`config.mk`:
```
export PLATFORM = sky130hd
export DESIGN_NAME = avl_bus_arbiter
export DESIGN_NICKNAME = d
export VERILOG_FILES = /design/src/rtl/avl_bus_arbiter_pkg.sv /design/src/rtl/avl_bus_id_fifo.sv /design/src/rtl/avl_bus_arbiter.sv
export SDC_FILE = /design/constraint.sdc
export NUM_CORES = 1
export LEC_CHECK = 0
export ABC_CLOCK_PERIOD_IN_PS = 5000
export CAP_MARGIN = 0
export CORE_AREA = 2 2 176 178
export DETAILED_ROUTE_END_ITERATION = 10
export DIE_AREA = 0 0 178 180
export HOLD_SLACK_MARGIN = 0.05
export MAX_ROUTING_LAYER = met4
export PLACE_DENSITY = 0.55
export SETUP_SLACK_MARGIN = 0.2
export SLEW_MARGIN = 20
export SYNTH_ARGS = -nofsm -noshare
export SYNTH_HDL_FRONTEND = slang
export SYNTH_SLANG_ARGS = --single-unit
```
`constraint.sdc`:
```
create_clock -name clk -period 5 [get_ports clk]
set_clock_uncertainty 0.05 [all_clocks]
set_input_delay 1 -clock clk [delete_from_list [all_inputs] [get_ports clk]]
set_output_delay 1 -clock clk [all_outputs]
set_load 0.005 [all_outputs]
```
`src/rtl/avl_bus_arbiter_pkg.sv`:
```
// Shared types, bus widths and helpers for the Avalon bus arbiter slice.
package avl_bus_arbiter_pkg;

  typedef enum logic {
    ARB_IDLE  = 1'b0,
    ARB_BURST = 1'b1
  } avl_arb_state_t;

  localparam int AVL_ARB_ID_W        = 4;
  localparam int AVL_ADDR_W          = 32;
  localparam int AVL_DATA_W          = 32;
  localparam int AVL_BE_W            = AVL_DATA_W / 8;
  localparam int ALV_BURST_MAX_COUNT = 15;
  localparam int AVL_BURST_W         = $clog2(ALV_BURST_MAX_COUNT + 1);

  // Next master ID after id, wrapping at num.
  function automatic logic [AVL_ARB_ID_W-1:0] avl_arb_next_id(
    input logic [AVL_ARB_ID_W-1:0] id,
    input int                      num
  );
    int n;
    n = int'(id) + 1;
    if (n >= num) n = 0;
    return AVL_ARB_ID_W'(n);
  endfunction

endpackage

```
`src/rtl/avl_bus_id_fifo.sv`:
```
// Synchronous FIFO holding the master ID of every outstanding read beat.
module avl_bus_id_fifo #(
  parameter int WIDTH = 4,
  parameter int DEPTH = 8
) (
  input  logic             clk,
  input  logic             rest,
  input  logic             i_push,
  input  logic             i_pop,
  input  logic [WIDTH-1:0] i_din,
  output logic [WIDTH-1:0] o_dout,
  output logic             o_full,
  output logic             o_empty
);

  localparam int             PTR_W   = $clog2(DEPTH);
  localparam logic [PTR_W:0] PTR_ONE = 1;

  logic [WIDTH-1:0] r_mem [DEPTH];
  logic [PTR_W:0]   r_wr_ptr;
  logic [PTR_W:0]   r_rd_ptr;
  logic             w_do_push;
  logic             w_do_pop;

  // Pointers carry one extra wrap bit so full and empty are distinguishable.
  assign o_empty   = (r_wr_ptr == r_rd_ptr);
  assign o_full    = (r_wr_ptr[PTR_W] != r_rd_ptr[PTR_W]) &&
                     (r_wr_ptr[PTR_W-1:0] == r_rd_ptr[PTR_W-1:0]);
  assign o_dout    = r_mem[r_rd_ptr[PTR_W-1:0]];
  assign w_do_push = i_push && !o_full;
  assign w_do_pop  = i_pop && !o_empty;

  always_ff @(posedge clk or posedge rest) begin
    if (rest) begin
      r_wr_ptr <= '0;
      r_rd_ptr <= '0;
      for (int i = 0; i < DEPTH; i++) begin
        r_mem[i] <= '0;
      end
    end else begin
      if (w_do_push) begin
        r_mem[r_wr_ptr[PTR_W-1:0]] <= i_din;
        r_wr_ptr                   <= r_wr_ptr + PTR_ONE;
      end
      if (w_do_pop) begin
        r_rd_ptr <= r_rd_ptr + PTR_ONE;
      end
    end
  end

endmodule

```
`src/rtl/avl_bus_arbiter.sv`:
```
// Burst-locking arbiter sharing one Avalon slave among MASTER_NUM masters.
// Define AVL_ARB_ROUND_ROBIN_EN for rotating priority; otherwise lowest index wins.
module avl_bus_arbiter
  import avl_bus_arbiter_pkg::*;
#(
  parameter int MASTER_NUM      = 4,
  parameter int RESP_FIFO_DEPTH = 8
) (
  input  logic                                   clk,
  input  logic                                   rest,
  input  logic [MASTER_NUM-1:0][AVL_ADDR_W-1:0]  i_s_address,
  input  logic [MASTER_NUM-1:0][AVL_BE_W-1:0]    i_s_byte_en,
  input  logic [MASTER_NUM-1:0]                  i_s_read,
  input  logic [MASTER_NUM-1:0]                  i_s_write,
  input  logic [MASTER_NUM-1:0][AVL_DATA_W-1:0]  i_s_write_data,
  input  logic [MASTER_NUM-1:0]                  i_s_begin_burst_transfer,
  input  logic [MASTER_NUM-1:0][AVL_BURST_W-1:0] i_s_burst_count,
  output logic [MASTER_NUM-1:0]                  o_s_request_ready,
  output logic [AVL_DATA_W-1:0]                  o_s_read_data,
  output logic [MASTER_NUM-1:0]                  o_s_read_data_valid,
  input  logic [MASTER_NUM-1:0]                  i_s_resp_ready,
  output logic [AVL_ADDR_W-1:0]                  o_m_address,
  output logic [AVL_BE_W-1:0]                    o_m_byte_en,
  output logic                                   o_m_read,
  output logic                                   o_m_write,
  output logic [AVL_DATA_W-1:0]                  o_m_write_data,
  output logic                                   o_m_begin_burst_transfer,
  output logic [AVL_BURST_W-1:0]                 o_m_burst_count,
  input  logic                                   i_m_request_ready,
  input  logic [AVL_DATA_W-1:0]                  i_m_read_data,
  input  logic                                   i_m_read_data_valid,
  output logic                                   o_m_resp_ready,
  output logic                                   resp_err
);

  localparam int                     ID_W     = AVL_ARB_ID_W;
  localparam logic [AVL_BURST_W-1:0] BEAT_ONE = 1;

  avl_arb_state_t         r_state;
  avl_arb_state_t         w_state_next;
  logic [ID_W-1:0]        r_owner;
  logic [ID_W-1:0]        w_owner_next;
  logic [AVL_BURST_W-1:0] r_beats_left;
  logic [AVL_BURST_W-1:0] w_beats_next;
  logic                   r_resp_err;

  logic [MASTER_NUM-1:0]  w_req;
  logic [ID_W-1:0]        w_winner;
  logic                   w_winner_vld;
  logic [ID_W-1:0]        w_sel;
  logic                   w_fwd_en;
  logic                   w_grant_rdy;
  logic                   w_accept;
  logic                   w_burst_start;

  logic [AVL_ADDR_W-1:0]  w_sel_addr;
  logic [AVL_BE_W-1:0]    w_sel_be;
  logic                   w_sel_read;
  logic                   w_sel_write;
  logic [AVL_DATA_W-1:0]  w_sel_wdata;
  logic                   w_sel_begin;
  logic [AVL_BURST_W-1:0] w_sel_bcnt;

  logic                   w_fifo_full;
  logic                   w_fifo_empty;
  logic                   w_push;
  logic                   w_pop;
  logic [ID_W-1:0]        w_head_id;
  logic                   w_head_rdy;

  assign w_req = i_s_read | i_s_write;

`ifdef AVL_ARB_ROUND_ROBIN_EN
  logic [ID_W-1:0] r_rr_ptr;
  logic            w_txn_end;

  // Scan offsets from rr_ptr upward; the first requesting master wins.
  always_comb begin
    w_winner     = '0;
    w_winner_vld = 1'b0;
    for (int k = 0; k < MASTER_NUM; k++) begin
      for (int m = 0; m < MASTER_NUM; m++) begin
        if (!w_winner_vld && w_req[m] &&
            (m == (int'(r_rr_ptr) + k) % MASTER_NUM)) begin
          w_winner     = ID_W'(m);
          w_winner_vld = 1'b1;
        end
      end
    end
  end

  assign w_txn_end = w_accept &&
                     (((r_state == ARB_IDLE) && !w_burst_start) ||
                      ((r_state == ARB_BURST) && (r_beats_left == BEAT_ONE)));

  always_ff @(posedge clk or posedge rest) begin
    if (rest) begin
      r_rr_ptr <= '0;
    end else if (w_txn_end) begin
      r_rr_ptr <= avl_arb_next_id(w_sel, MASTER_NUM);
    end
  end
`else
  always_comb begin
    w_winner     = '0;
    w_winner_vld = 1'b0;
    for (int m = MASTER_NUM - 1; m >= 0; m--) begin
      if (w_req[m]) begin
        w_winner     = ID_W'(m);
        w_winner_vld = 1'b1;
      end
    end
  end
`endif

  assign w_sel    = (r_state == ARB_BURST) ? r_owner : w_winner;
  assign w_fwd_en = !rest && ((r_state == ARB_BURST) || w_winner_vld);

  always_comb begin
    w_sel_addr  = '0;
    w_sel_be    = '0;
    w_sel_read  = 1'b0;
    w_sel_write = 1'b0;
    w_sel_wdata = '0;
    w_sel_begin = 1'b0;
    w_sel_bcnt  = '0;
    for (int m = 0; m < MASTER_NUM; m++) begin
      if (ID_W'(m) == w_sel) begin
        w_sel_addr  = i_s_address[m];
        w_sel_be    = i_s_byte_en[m];
        w_sel_read  = i_s_read[m];
        w_sel_write = i_s_write[m];
        w_sel_wdata = i_s_write_data[m];
        w_sel_begin = i_s_begin_burst_transfer[m];
        w_sel_bcnt  = i_s_burst_count[m];
      end
    end
  end

  // Reads are held off while the ID FIFO is full; writes never need an ID slot.
  assign o_m_address              = w_fwd_en ? w_sel_addr  : '0;
  assign o_m_byte_en              = w_fwd_en ? w_sel_be    : '0;
  assign o_m_write_data           = w_fwd_en ? w_sel_wdata : '0;
  assign o_m_begin_burst_transfer = w_fwd_en && w_sel_begin;
  assign o_m_burst_count          = w_fwd_en ? w_sel_bcnt  : '0;
  assign o_m_read                 = w_fwd_en && w_sel_read && !w_fifo_full;
  assign o_m_write                = w_fwd_en && w_sel_write;

  assign w_grant_rdy   = w_fwd_en && i_m_request_ready && !(w_sel_read && w_fifo_full);
  assign w_accept      = (o_m_read || o_m_write) && i_m_request_ready;
  assign w_burst_start = w_sel_begin && (w_sel_bcnt != '0);

  always_comb begin
    w_head_rdy          = 1'b0;
    o_s_request_ready   = '0;
    o_s_read_data_valid = '0;
    for (int m = 0; m < MASTER_NUM; m++) begin
      if (ID_W'(m) == w_sel) begin
        o_s_request_ready[m] = w_grant_rdy;
      end
      if (ID_W'(m) == w_head_id) begin
        o_s_read_data_valid[m] = !rest && i_m_read_data_valid && !w_fifo_empty;
        w_head_rdy             = i_s_resp_ready[m];
      end
    end
  end

  // With no outstanding ID the response is orphaned, so it is drained and dropped.
  assign o_s_read_data  = i_m_read_data;
  assign o_m_resp_ready = !rest && (w_fifo_empty ? 1'b1 : w_head_rdy);
  assign w_push         = w_accept && o_m_read;
  assign w_pop          = i_m_read_data_valid && o_m_resp_ready && !w_fifo_empty;

  avl_bus_id_fifo #(
    .WIDTH (ID_W),
    .DEPTH (RESP_FIFO_DEPTH)
  ) u_id_fifo (
    .clk     (clk),
    .rest    (rest),
    .i_push  (w_push),
    .i_pop   (w_pop),
    .i_din   (w_sel),
    .o_dout  (w_head_id),
    .o_full  (w_fifo_full),
    .o_empty (w_fifo_empty)
  );

  always_comb begin
    w_state_next = r_state;
    w_owner_next = r_owner;
    w_beats_next = r_beats_left;
    case (r_state)
      ARB_IDLE: begin
        if (w_accept && w_burst_start) begin
          w_state_next = ARB_BURST;
          w_owner_next = w_sel;
          w_beats_next = w_sel_bcnt;
        end
      end
      ARB_BURST: begin
        if (w_accept) begin
          w_beats_next = r_beats_left - BEAT_ONE;
          if (r_beats_left == BEAT_ONE) begin
            w_state_next = ARB_IDLE;
          end
        end
      end
      default: w_state_next = ARB_IDLE;
    endcase
  end

  always_ff @(posedge clk or posedge rest) begin
    if (rest) begin
      r_state      <= ARB_IDLE;
      r_owner      <= '0;
      r_beats_left <= '0;
    end else begin
      r_state      <= w_state_next;
      r_owner      <= w_owner_next;
      r_beats_left <= w_beats_next;
    end
  end

  always_ff @(posedge clk or posedge rest) begin
    if (rest) begin
      r_resp_err <= 1'b0;
    end else if (i_m_read_data_valid && w_fifo_empty) begin
      r_resp_err <= 1'b1;
    end
  end

  assign resp_err = r_resp_err;

endmodule

```
==> summary.txt <==
STA
  • Endpoints failing hold: 0
  • Worst Max-Slew Pin Slew: a little under 0.7 ns
  • Setup tns final: 0 ns
  • Final setup vio count: 0
  • Slew Viols, Final: 0
  • Slew headroom: 0.533
  • Max Freq: 210 MHz
  • RSZ-0062 raised after global routing: true
  • Final period utilization: 0.952
  • Hold slack: 0.442 ns
  • Period minus WS final: 4.76 ns

Place
  • GPL Wtd Cong: between 0.9 and 1
  • Post-DP HPWL: 27,300 µm
  • Number of port buffers: slightly below 400
  • DP Area: ~9500 µm²
  • Placed cells: 1,381

Logic synthesis
  • Dominant cell type by area after synthesis: dfrtp_1
  • #FFs+latches synth: 50
  • Share of the synthesized area in the top cell type: 0.251
  • Cell Area, Synth: roughly 5000 µm²
  • Syn Nets: 970
  • Syn avg cell area: 7.97 µm²
  • Synth Warn #: 0
  • Primary FF master, synth: dfrtp_1
  • Fraction of registers with async set/reset: 1.00
  • Top area cells in the synthesized netlist: dfrtp_1, a221oi_1, nor2_1, a22oi_1, buf_4
  • Distinct cell type count after synthesis: 56
  • Syn Inst Count: 626
  • Post-synth EDFFs: 0
  • Post-synthesis sequential area ratio: 0.251

Floorplan
  • DIE AREA: roughly 32,000 µm²
  • Die height: 180 µm
  • Core footprint: ~30,000 µm²
  • Initial core utilization: 0.165
  • Ports: between 400 and 500
  • Die Width: 178 µm
  • Row count: 64

Critical path
  • Worst EP arrival: 3.71 ns
  • Startpoint types: input pin
  • Worst Path Class, Setup: in2out
  • Worst Path Required: about 4.0 ns
  • Crit path max fanout: 4
  • Crit end category: output pin

Detailed routing
  • DRC violations left: 0
  • WL/cell: between 20 and 25 µm
  • Post-Route WL: ~33,000 µm
  • Vias: 6,545
  • Drt via density: 4.64
  • Post-DRT Antenna Nets: 0
  • DRT iter0 DRCs: ~350
  • DRT Pass-1 Iters: 5

Final layout
  • Area of the multi-input gates: 3420 µm²
  • Most frequent cells in the layout: clkdlybuf4s50_1, nor2_1, buf_4
  • Syn-to-layout area delta: 102%
  • Reg area: 1250 µm²
  • Most common cell after layout, fill and taps aside: clkdlybuf4s50_1
  • Filler Cell Count: 3,150
  • Design area: 10,100 µm²
  • Fin cells: 1,411
  • Core Util, Final: 0.334
  • # nets final: 1,350
  • Share of layout cells above drive strength 1: 0.163

Global routing
  • First-pass GRT wire length: 45,500 µm
  • GRT Total Usage: 0.202
  • Gr ovfl total: 0
  • Pin count of the biggest net entering global routing: 76
  • Vias in the first global route: 6,615
  • Initial antenna violation count: 8

Pwr
  • P_sw: between 1.5 and 2 mW
  • Logic pwr share: 0.769
  • Net Sw Frac: 0.445
  • Flop pwr share: 0.156
  • Internal Power: 2.47 mW
  • Max rail drop VDD: roughly 170 µV
  • Pleak: roughly 4.2 nW
  • Power Dens Cells: 442 nW/µm²
  • Part of the power in the clock network: 0.075

CTS
  • Cts hold-fix bufs: 0
  • CTS Sinks: 50
  • Root buffer cell: clkbuf_16
  • Worst-Skew Late Latency: between 0.2 and 0.3 ns
  • CTS buffer count: 5
  • Max clock buf depth: 2
  • CTS tree: done
  • Worst-path clk slew: 0.07 ns
  • Htree depth: 2

Worst hold path
  • Hold crit path type: reg2reg

Run
  • Max_cap viols: 0

Outcome
  • Outcome: completed
-- sequential cells by signal, indices dropped and copies added, names as in the netlist --
signal              cells
resp_err                1
r_beats_left            4
u_id_fifo.r_wr_ptr      4
u_id_fifo.r_rd_ptr      4
r_owner                 4
u_id_fifo.r_mem        32
r_state                 1
-- worst paths after layout --
path,startpoint,endpoint,slack [ns],cells after the start
worst max-delay path,i_s_write[2],o_m_burst_count[0],0.24,9
worst min-delay path,u_id_fifo.r_wr_ptr[3]$_DFFE_PP0P_,u_id_fifo.r_wr_ptr[3]$_DFFE_PP0P_,0.44,1
worst max register to register,r_state$_DFF_PP0_,r_beats_left[2]$_DFFE_PP0P_,1.53,10
worst min register to register,u_id_fifo.r_wr_ptr[3]$_DFFE_PP0P_,u_id_fifo.r_wr_ptr[3]$_DFFE_PP0P_,0.44,1
max in group asynchronous,rest,r_beats_left[1]$_DFFE_PP0P_,3.09,3
min in group asynchronous,rest,u_id_fifo.r_wr_ptr[3]$_DFFE_PP0P_,1.38,3
-- final cells by class --
cell class | count | area share
multi-input cells | 475 | 0.339
inverters | 12 | 0.00447
flip-flops and latches | 50 | 0.124
clock inverters | 2 | 0.00137
clock buffers | 6 | 0.0128
repair buffers | 462 | 0.467
diodes | 8 | 0.00199
well taps | 396 | 0.0492
-- critical path: stages --
cell and delay, ns:
clkdlybuf4s50_1 0.45, buf_4 0.17, o311a_1 0.41, nor2_4 0.20, buf_4 0.20, mux4_2 0.53, nand2_1 0.20, nor2_2 0.08
clkdlybuf4s50_1 0.48
-- metrics by stage --
stage | power (mW) | setup slack (ns)
final | 4.45 | 0.240
after global routing | 4.77 | 0.119
after CTS | 4.39 | 0.160
after detailed placement | 3.86 | -0.270
after global placement | 3.83 | -0.184
after floorplan | 2.25 | 0.996
-- power by group through the flow --
stage / combinational, mW / sequential (mW) / clock, mW
floorplan: 1.67 / 0.579 / 0
global placement: 3.14 / 0.696 / 0
detailed placement: 3.16 / 0.701 / 0
CTS: 3.36 / 0.695 / 0.343
global route: 3.70 / 0.720 / 0.354
finish: 3.42 / 0.696 / 0.333
-- routing by layer --
layer | wire [µm] | global-route usage | share of wire | vias up
met1 | 12800 | 0.225 | 0.38 | 3156
li1 | - | - | - | 3089
met2 | 18000 | 0.373 | 0.54 | 277
met4 | 455 | 0.0292 | 0.014 | 0
met3 | 2230 | 0.0440 | 0.067 | 23
met5 | 0 | - | 0 | -
-- repair_timing --
item                                    in CTS  in global routing
endpoints found under the setup margin      57                 60
pin swaps                                    2                  7
cloned                                       3                  1
gates resized for setup                     15                 42
setup buffers                                7                  3
-- cell families after synthesis --
family                     share of synthesized area
xor gates and xnor gates                      0.0176
muxes                                         0.0873
AOI/OAI and AO/OA                              0.292
adders and majority gates                     0.0100
and+or+nand+nor                                0.239
DFF                                            0.251
buffers and inverters                          0.104
-- cell usage after synthesis (2+ instances only) --
library cell / instances
nor2_1: 163
a221oi_1: 70
a22oi_1: 68
dfrtp_1: 50
clkbuf_1: 39
buf_4: 33
nand2_1: 23
a21oi_1: 18
mux2_2: 16
nor2b_1: 16
inv_1: 12
mux4_2: 10
nor3_1: 10
buf_1: 9
and2_1: 8
buf_2: 7
nand3_1: 7
xnor2_1: 7
o21ai_0: 5
a211oi_1: 4
and3_1: 4
ha_1: 4
mux2i_1: 3
xor2_1: 3
a21o_1: 2
and4b_1: 2
nor3b_4: 2
nor4b_4: 2
o311a_1: 2
Note: power is estimated with default switching activity, not from simulation.
